### src/rtl/mem_access_arbiter.sv
// Round-robin arbiter sharing one single-port synchronous memory between NUM_REQ requesters.
// Define MEM_ARB_BURST_EN to add the per-requester blen input for multi-beat grants.
module mem_access_arbiter #(
  parameter int NUM_REQ   = 4,
  parameter int ADDR_W    = 10,
  parameter int DATA_W    = 32,
  parameter int MAX_BURST = 8,
  localparam int IDX_W    = $clog2(NUM_REQ)
) (
  input  logic                      clk,
  input  logic                      rst_n,
  input  logic [NUM_REQ-1:0]        req,
  input  logic [NUM_REQ-1:0]        we,
  input  logic [NUM_REQ*ADDR_W-1:0] addr,
  input  logic [NUM_REQ*DATA_W-1:0] wdata,
`ifdef MEM_ARB_BURST_EN
  input  logic [NUM_REQ*($clog2(MAX_BURST)+1)-1:0] blen,
`endif
  output logic [NUM_REQ-1:0]        gnt,
  output logic [NUM_REQ-1:0]        ack,
  output logic                      rvalid,
  output logic [IDX_W-1:0]          rvalid_id,
  output logic [DATA_W-1:0]         rdata,
  output logic                      mem_en,
  output logic                      mem_we,
  output logic [ADDR_W-1:0]         mem_addr,
  output logic [DATA_W-1:0]         mem_wdata,
  input  logic [DATA_W-1:0]         mem_rdata
);

  if (NUM_REQ < 2 || NUM_REQ > 8 || MAX_BURST < 1) begin : g_bad_cfg
    $error("mem_access_arbiter: unsupported NUM_REQ or MAX_BURST");
  end

  typedef enum logic {S_IDLE, S_ACCESS} state_t;

  state_t             state_q, state_d;
  logic [NUM_REQ-1:0] gnt_q, gnt_d;
  logic [IDX_W-1:0]   win_q, win_d;
  logic [IDX_W-1:0]   ptr_q, ptr_d;
  logic               we_q, we_d;
  logic [ADDR_W-1:0]  addr_q, addr_d;
  logic               rvalid_q, rvalid_d;
  logic [IDX_W-1:0]   rvalid_id_q, rvalid_id_d;
  logic               access;
  logic               found;
  logic [IDX_W-1:0]   pick;
  logic [IDX_W-1:0]   cand;

`ifdef MEM_ARB_BURST_EN
  localparam int BLEN_W = $clog2(MAX_BURST) + 1;
  logic [BLEN_W-1:0]  left_q, left_d;

  function automatic logic [BLEN_W-1:0] clamp_blen(input logic [BLEN_W-1:0] b);
    if (b == '0) return BLEN_W'(1);
    if (b > BLEN_W'(MAX_BURST)) return BLEN_W'(MAX_BURST);
    return b;
  endfunction
`endif

  assign access = (state_q == S_ACCESS);

  // First asserted request at or after the pointer, wrapping around.
  always_comb begin
    found = 1'b0;
    pick  = '0;
    cand  = '0;
    for (int k = 0; k < NUM_REQ; k++) begin
      cand = IDX_W'((int'(ptr_q) + k) % NUM_REQ);
      if (!found && req[cand]) begin
        found = 1'b1;
        pick  = cand;
      end
    end
  end

  always_comb begin
    state_d     = state_q;
    gnt_d       = gnt_q;
    win_d       = win_q;
    ptr_d       = ptr_q;
    we_d        = we_q;
    addr_d      = addr_q;
    rvalid_d    = access & ~we_q;
    rvalid_id_d = access ? win_q : rvalid_id_q;
`ifdef MEM_ARB_BURST_EN
    left_d      = left_q;
`endif
    case (state_q)
      S_IDLE: begin
        if (found) begin
          state_d = S_ACCESS;
          gnt_d   = NUM_REQ'(1) << pick;
          win_d   = pick;
          ptr_d   = (int'(pick) == NUM_REQ - 1) ? '0 : pick + IDX_W'(1);
          we_d    = we[pick];
          addr_d  = addr[pick*ADDR_W +: ADDR_W];
`ifdef MEM_ARB_BURST_EN
          left_d  = clamp_blen(blen[pick*BLEN_W +: BLEN_W]) - BLEN_W'(1);
`endif
        end
      end
      S_ACCESS: begin
`ifdef MEM_ARB_BURST_EN
        if (left_q == '0) begin
          state_d = S_IDLE;
          gnt_d   = '0;
        end else begin
          left_d  = left_q - BLEN_W'(1);
          addr_d  = addr_q + ADDR_W'(1);
        end
`else
        state_d = S_IDLE;
        gnt_d   = '0;
`endif
      end
      default: begin
        state_d = S_IDLE;
        gnt_d   = '0;
      end
    endcase
  end

  always_ff @(posedge clk) begin
    if (!rst_n) begin
      state_q     <= S_IDLE;
      gnt_q       <= '0;
      win_q       <= '0;
      ptr_q       <= '0;
      we_q        <= 1'b0;
      addr_q      <= '0;
      rvalid_q    <= 1'b0;
      rvalid_id_q <= '0;
`ifdef MEM_ARB_BURST_EN
      left_q      <= '0;
`endif
    end else begin
      state_q     <= state_d;
      gnt_q       <= gnt_d;
      win_q       <= win_d;
      ptr_q       <= ptr_d;
      we_q        <= we_d;
      addr_q      <= addr_d;
      rvalid_q    <= rvalid_d;
      rvalid_id_q <= rvalid_id_d;
`ifdef MEM_ARB_BURST_EN
      left_q      <= left_d;
`endif
    end
  end

  // gnt_q is only non-zero in ACCESS, so it doubles as the per-beat ack.
  assign gnt       = gnt_q;
  assign ack       = gnt_q;
  assign mem_en    = access;
  assign mem_we    = access & we_q;
  assign mem_addr  = access ? addr_q : '0;
  assign mem_wdata = access ? wdata[win_q*DATA_W +: DATA_W] : '0;
  assign rvalid    = rvalid_q;
  assign rvalid_id = rvalid_id_q;
  assign rdata     = mem_rdata;

endmodule
### config.mk
export PLATFORM = sky130hd
export DESIGN_NAME = mem_access_arbiter
export DESIGN_NICKNAME = d
export VERILOG_FILES = /design/src/rtl/mem_access_arbiter.sv
export SDC_FILE = /design/constraint.sdc
export NUM_CORES = 1
export LEC_CHECK = 0
export ABC_AREA = 1
export CORE_ASPECT_RATIO = 0.5
export CORE_MARGIN = 3
export CORE_UTILIZATION = 31
export CTS_CLUSTER_DIAMETER = 200
export DETAILED_ROUTE_END_ITERATION = 16
export GPL_TIMING_DRIVEN = 0
export PLACE_DENSITY_LB_ADDON = 0.12
export SLEW_MARGIN = 25
export SYNTH_ARGS = -nofsm -noshare
export SYNTH_HDL_FRONTEND = slang
export SYNTH_SLANG_ARGS = --single-unit
### constraint.sdc
create_clock -name clk -period 2.8 [get_ports clk]
set_clock_uncertainty 0.2 [all_clocks]
set_input_delay 0.56 -clock clk [delete_from_list [all_inputs] [get_ports clk]]
set_output_delay 0.56 -clock clk [all_outputs]
set_load 0.01 [all_outputs]
==> results of run 1 <==
[sequential cells by signal (all words and copies together) (netlist names)]
register and count:
addr_q 10, ptr_q 2, rvalid 1, rvalid_id 2, we_q 1, win_q 2
ack 4, mem_en 1
[layout make-up]
cell class	instances	area (um2)	share of cell area
clock buffers	4	78.8	0.0131
multi-input cells	436	1900	0.316
flip-flops and latches	23	464	0.0772
well taps	130	163	0.0271
plain buffers	73	508	0.0845
repair buffers	264	2670	0.445
inverters	59	223	0.0370
[kinds of logic after synthesis]
group	after synthesis	synth area share
and+or+nand+nor	322	0.434
buffers and inverters	134	0.226
AOI/OAI and AO/OA	113	0.185
DFF	23	0.151
adders and majority gates	1	0.00410
[critical path: stages]
cell	delay (ns)
clkdlybuf4s50_1	0.46
nor2_1	0.04
nor2_1	0.07
o21ai_0	0.08
a21oi_1	0.15
clkdlybuf4s50_1	0.61
[per-layer routing]
layer	routed length (um)	part of all wire
met4	242	0.018
met3	924	0.067
met5	0	0
met2	7030	0.51
met1	5530	0.40
[final timing paths]
| kind | from | endpoint | slack, ns | cells past startpoint |
|---|---|---|---|---|
| worst max-delay path | wdata[3] | mem_wdata[3] | 0.06 | 6 |
| worst min-delay path | we_q$_SDFFE_PN0P_ | rvalid$_SDFF_PN0_ | 0.27 | 1 |
| worst max register to register | ptr_q[0]$_SDFFE_PN0P_ | ptr_q[1]$_SDFFE_PN0P_ | 0.51 | 12 |
| worst min register to register | we_q$_SDFFE_PN0P_ | rvalid$_SDFF_PN0_ | 0.27 | 1 |
[power by group through the flow]
stage	Sequential, uW	Combinational (uW)	Clock, uW
finish	560	3470	313
global route	580	3890	332
CTS	557	3480	317
detailed placement	544	3450	0
global placement	541	3430	0
floorplan	538	2130	0
[repair_timing]
action	4_1_cts	5_1_grt
gates resized for setup	30	28
pin swaps	0	0
setup endpoints to repair	32	28
[metrics by stage]
stage                     instance area [um2]  hold slack, ns   util  power [uW]
after CTS                                5960           0.262  0.653        4350
after floorplan                          3050           0.226      -        2670
after global routing                     6010           0.315  0.659        4800
after detailed placement                 5860           0.249  0.642        4000
final                                    6010           0.266  0.659        4350
after global placement                   5860           0.243  0.642        3970
[layout by cell type, fill, tap and decap left out, drive strengths merged, types with 5 or more instances in the layout]
cell	n
clkdlybuf4s50	244
nor2	155
nand2	111
o21ai	71
inv	58
buf	55
nand3	54
a21oi	42
dfxtp	23
clkbuf	22
dlymetal6s2s	15
dlygate4sd2	5
==> impl_metrics.yaml, run 1 <==
setup_path:
  critPathLaunchType: "primary input"
  critPathKind: "in -> out"
  required_ns: 2.04
  crit_fanout: 1
  critPathCaptureType: "output pin"
  critical_path_arrival_ns: 1.98
drt:
  drt-initial-drc-count: 222
  wl_per_cell_um: 13.9
  ant_nets: 0
  drt-total-wl_um: 13700
  drt-vias-per-instance: 4.52
  vias: 4474
  drtPass1Iterations: 5
  route.detailed.drc: 0
clock_network:
  htree_levels: 1
  cts_made_buffers: 3
  clockBufferDepth: 2
  path_clk_slew_ns: 0.06
  hold_buffers: 0
  cts_sinks: 23
  tritoncts: "done"
  cts_setup_buffers: 0
  cts-root-buf: "clkbuf_16"
  clk_latency_ns: 0.26
timing:
  slew_viol_final: 0
  worst_pin_slew_ns: 0.503
  min_period_ns: 2.74
  setup_viol: 0
  relSlewSlack: 0.664
  setup_slack_ns: 0.0642
  hold_viol_final: 0
  rsz0062_at_grt: "false"
  tns_ns: 0
  post-route-period-util: 0.977
  max_freq_ghz: 0.366
power_and_ir_drop:
  power_switching_uw: 2150
  p_leak_uw: 0.00304
  power_frac_seq: 0.129
  powerDensity_nw_per_um2: 723
  power.clock.fraction: 0.072
  vdd_drop_max_uv: 403
  p_int_uw: 2200
  p_sw_frac: 0.494
  pwr-share-comb: 0.799
floorplan:
  core_area_um2: 9130
  fp.dieArea_um2: 11100
  rows: 24
  die_w_um: 146
  start_util: 0.334
  ios: 297
  die_h_um: 76.2
yosys:
  yosysWarningCount: 0
  ys_types: 22
  yosys_register_bits: 23
  synth_common_cells: "nor2_1, nand2_1, o21ai_0"
  avgSynthCellArea_um2: 5.15
  syn_nets: 804
  yosysMostFrequentCell: "nor2_1"
  async_flop_share: 0
  synth_cells: 593
  synth.area.top_cells: "nor2_1, dfxtp_1, nand2_1, o21ai_0, buf_4"
  synth_area_leader_cell: "nor2_1"
  seq_area_frac_synth: 0.151
  synth_edf_count: 0
  synth-main-ff-cell: "dfxtp_1"
  synth.top_cell.area_share: 0.189
  syn_area_um2: 3050
layout:
  area_delta_synth_final_pct: 97.0
  final_nets: 1071
  drive_above_1_share: 0.0990
  layout.cells.non_filler: 989
  antenna_cells: 0
  fillers: 896
run:
  cap_violations: 0
global_route:
  met2_usage: 0.437
  antenna_found_initial: 0
  grt_pass1_wl_um: 21600
  grt_pass1_vias: 4295
  busiest_layer: "met2"
  grtUsageTotal: 0.232
  met1_usage: 0.271
  grt_use_met3: 0.0428
  grt_max_degree: 13
  gr-total-overflow: 0
placed_design:
  place_ws_ns: -0.192
  place_hpwl_um: 11300
  port_buffers: 264
  gp_congestion: 0.859
  placed_cells_incl_taps: 987
worst_hold_path:
  hp-class: "reg -> reg"
run_status:
  status: "complete, no violations"
Power figures use the tool's default switching activity.
==> inputs of run 2 (changes only) <==
Settings changed: ABC_AREA 1 to not set, CORE_AREA set to 3 3 115 117, CORE_ASPECT_RATIO 0.5 to not set, CORE_MARGIN 3 to not set, CORE_UTILIZATION 31 to not set, DIE_AREA set to 0 0 118 120.
==> impl_metrics.yaml, run 2 <==
run_status:
  status: "complete, no violations"
drt:
  ant_nets: 0
  drt-total-wl_um: 11800
  drt-initial-drc-count: 102
  route.detailed.drc: 0
  wl_per_cell_um: 17.1
  drt-vias-per-instance: 4.26
  drtPass1Iterations: 4
  vias: 2931
global_route:
  antenna_found_initial: 1
  grt_pass1_vias: 3051
  grt_use_met3: 0.0523
  met2_usage: 0.287
  busiest_layer: "met2"
  met1_usage: 0.183
  grt_max_degree: 14
  grtUsageTotal: 0.158
  grt_pass1_wl_um: 17900
  gr-total-overflow: 0
placed_design:
  gp_congestion: 0.771
  port_buffers: 264
  place_hpwl_um: 10300
timing:
  setup_viol: 0
  relSlewSlack: 0.670
  slew_viol_final: 0
  timing.hold.ws_ns: 0.278
  rsz0062_at_grt: "false"
  worst_pin_slew_ns: 0.491
  hold_viol_final: 0
  min_period_ns: 2.68
  post-route-period-util: 0.957
  max_freq_ghz: 0.373
floorplan:
  rows: 41
  start_util: 0.205
  die_h_um: 120
  fp.dieArea_um2: 14200
  core_area_um2: 12500
  ios: 297
  die_w_um: 118
yosys:
  synth-main-ff-cell: "dfxtp_1"
  avgSynthCellArea_um2: 10.4
  yosysWarningCount: 0
  yosysMostFrequentCell: "and2_1"
  syn_area_um2: 2550
  synth_edf_count: 0
  synth.top_cell.area_share: 0.282
  synth_common_cells: "and2_1, buf_4, mux4_2"
  synth.area.top_cells: "mux4_2, dfxtp_1, buf_4, and2_1, mux2i_1"
  ys_types: 35
  synth_cells: 246
  synth_area_leader_cell: "mux4_2"
  syn_nets: 457
  yosys_register_bits: 23
  async_flop_share: 0
  seq_area_frac_synth: 0.180
clock_network:
  clk_latency_ns: 0.26
  path_clk_slew_ns: 0.06
  cts_made_buffers: 3
  cts-root-buf: "clkbuf_16"
  tritoncts: "done"
  htree_levels: 1
  clockBufferDepth: 2
  cts_sinks: 23
setup_path:
  required_ns: 2.04
  reg2reg_from: "ptr_q[1]$_SDFFE_PN0P_"
  critPathCaptureType: "output pin"
  critPathKind: "in -> out"
  rrSetupSlack_ns: 0.93
  critical_path_arrival_ns: 1.92
  crit_fanout: 1
  timing.rr.end: "ptr_q[1]$_SDFFE_PN0P_"
  critPathLaunchType: "primary input"
  reg2reg_depth: 8
layout:
  layout_commonest_cell: "clkdlybuf4s50_1"
  final_cell_mix: "clkdlybuf4s50_1, and2_1, buf_4, mux4_2, dlygate4sd2_1"
  largest-register: "addr_q"
  largest_reg_flops: 10
  area_delta_synth_final_pct: 117
  final_core_util: 0.444
  final_nets: 728
  drive_above_1_share: 0.205
  antenna_cells: 0
power_and_ir_drop:
  total_power_uw: 1640
  p_leak_uw: 0.00221
  vdd_drop_max_uv: 245
  powerDensity_nw_per_um2: 295
run:
  cap_violations: 0
worst_hold_path:
  min_path_cells: 2
  hp-start: "addr_q[6]$_SDFFE_PN0P_"
  hp-class: "reg -> reg"
  min_delay_worst_endpoint: "addr_q[6]$_SDFFE_PN0P_"
-- run 2: cell types whose count changed after synthesis, sizes merged, moves of 3 or more --
cell    previous run  this run
nand3             54        11
a21oi             42         5
clkbuf            23        11
and2               0        44
buf               52        47
o21ai             71         2
nor2             155         5
mux2i              0        26
a21boi             0         3
nand2            111         9
o221ai             0        11
mux4               0        32
inv               58         2
-- run 2: worst max path at each step --
stage                                      from            end  cells past startpoint
after detailed placement  win_q[1]$_SDFFE_PN0P_  mem_wdata[25]                      5
final                                 wdata[96]   mem_wdata[0]                      4
after floorplan           win_q[0]$_SDFFE_PN0P_  mem_wdata[10]                      4
after global placement    win_q[1]$_SDFFE_PN0P_  mem_wdata[25]                      5
after CTS                     mem_en$_SDFF_PP0_    mem_addr[2]                      4
after global routing          mem_en$_SDFF_PP0_    mem_addr[6]                      4
-- run 2: cells by family after synthesis --
| family | share of synthesized area |
|---|---|
| buf+inv | 0.161 |
| fa+ha+maj | 0.00490 |
| compound gates | 0.0809 |
| mux | 0.385 |
| simple gates | 0.188 |
| flops | 0.180 |
-- run 2: critical path, stage by stage --
cell	delay [ns]
clkdlybuf4s50_1	0.42
mux4_2	0.48
and2_1	0.17
dlygate4sd2_1	0.29
-- run 2: layer usage --
layer | wire [um] | up-vias
met2 | 6150 | 162
li1 | - | 1414
met1 | 4450 | 1345
met5 | 20 | -
met3 | 1060 | 8
met4 | 111 | 2
-- run 2: final cells by class --
| class | count | area (um2) |
|---|---|---|
| Buffer | 57 | 462 |
| Clock buffer | 3 | 75.1 |
| Clock inverter | 1 | 5.00 |
| Fill cell | 1253 | 6930 |
| Inverter | 3 | 16.3 |
| Multi-Input combinational cell | 162 | 1680 |
| Sequential cell | 23 | 460 |
| Tap cell | 172 | 215 |
| Timing Repair Buffer | 267 | 2630 |
-- run 2: what timing repair did --
item,in CTS,in global routing
hold endpoints to repair,0,0
endpoints found under the setup margin,41,9
setup buffers,3,0
hold buffers,0,0
pin swaps,0,0
resized for setup,58,1
-- run 2: metrics by stage --
stage	instance area [um2]	setup slack [ns]	TNS [ns]	std cells
2_1_floorplan	2550	0.559	0	246
3_3_place_gp	5410	-0.191	-4.27	682
3_5_place_dp	5410	-0.159	-3.93	682
4_1_cts	5540	0.0651	0	688
5_1_grt	5540	0.00743	0	688
6_report	5540	0.121	0	688
-- run 2: report_power, final --
part	total [uW]	internal [uW]	switching, uW
Clock	311	192	119
Combinational	929	615	314
Sequential	396	367	28.6
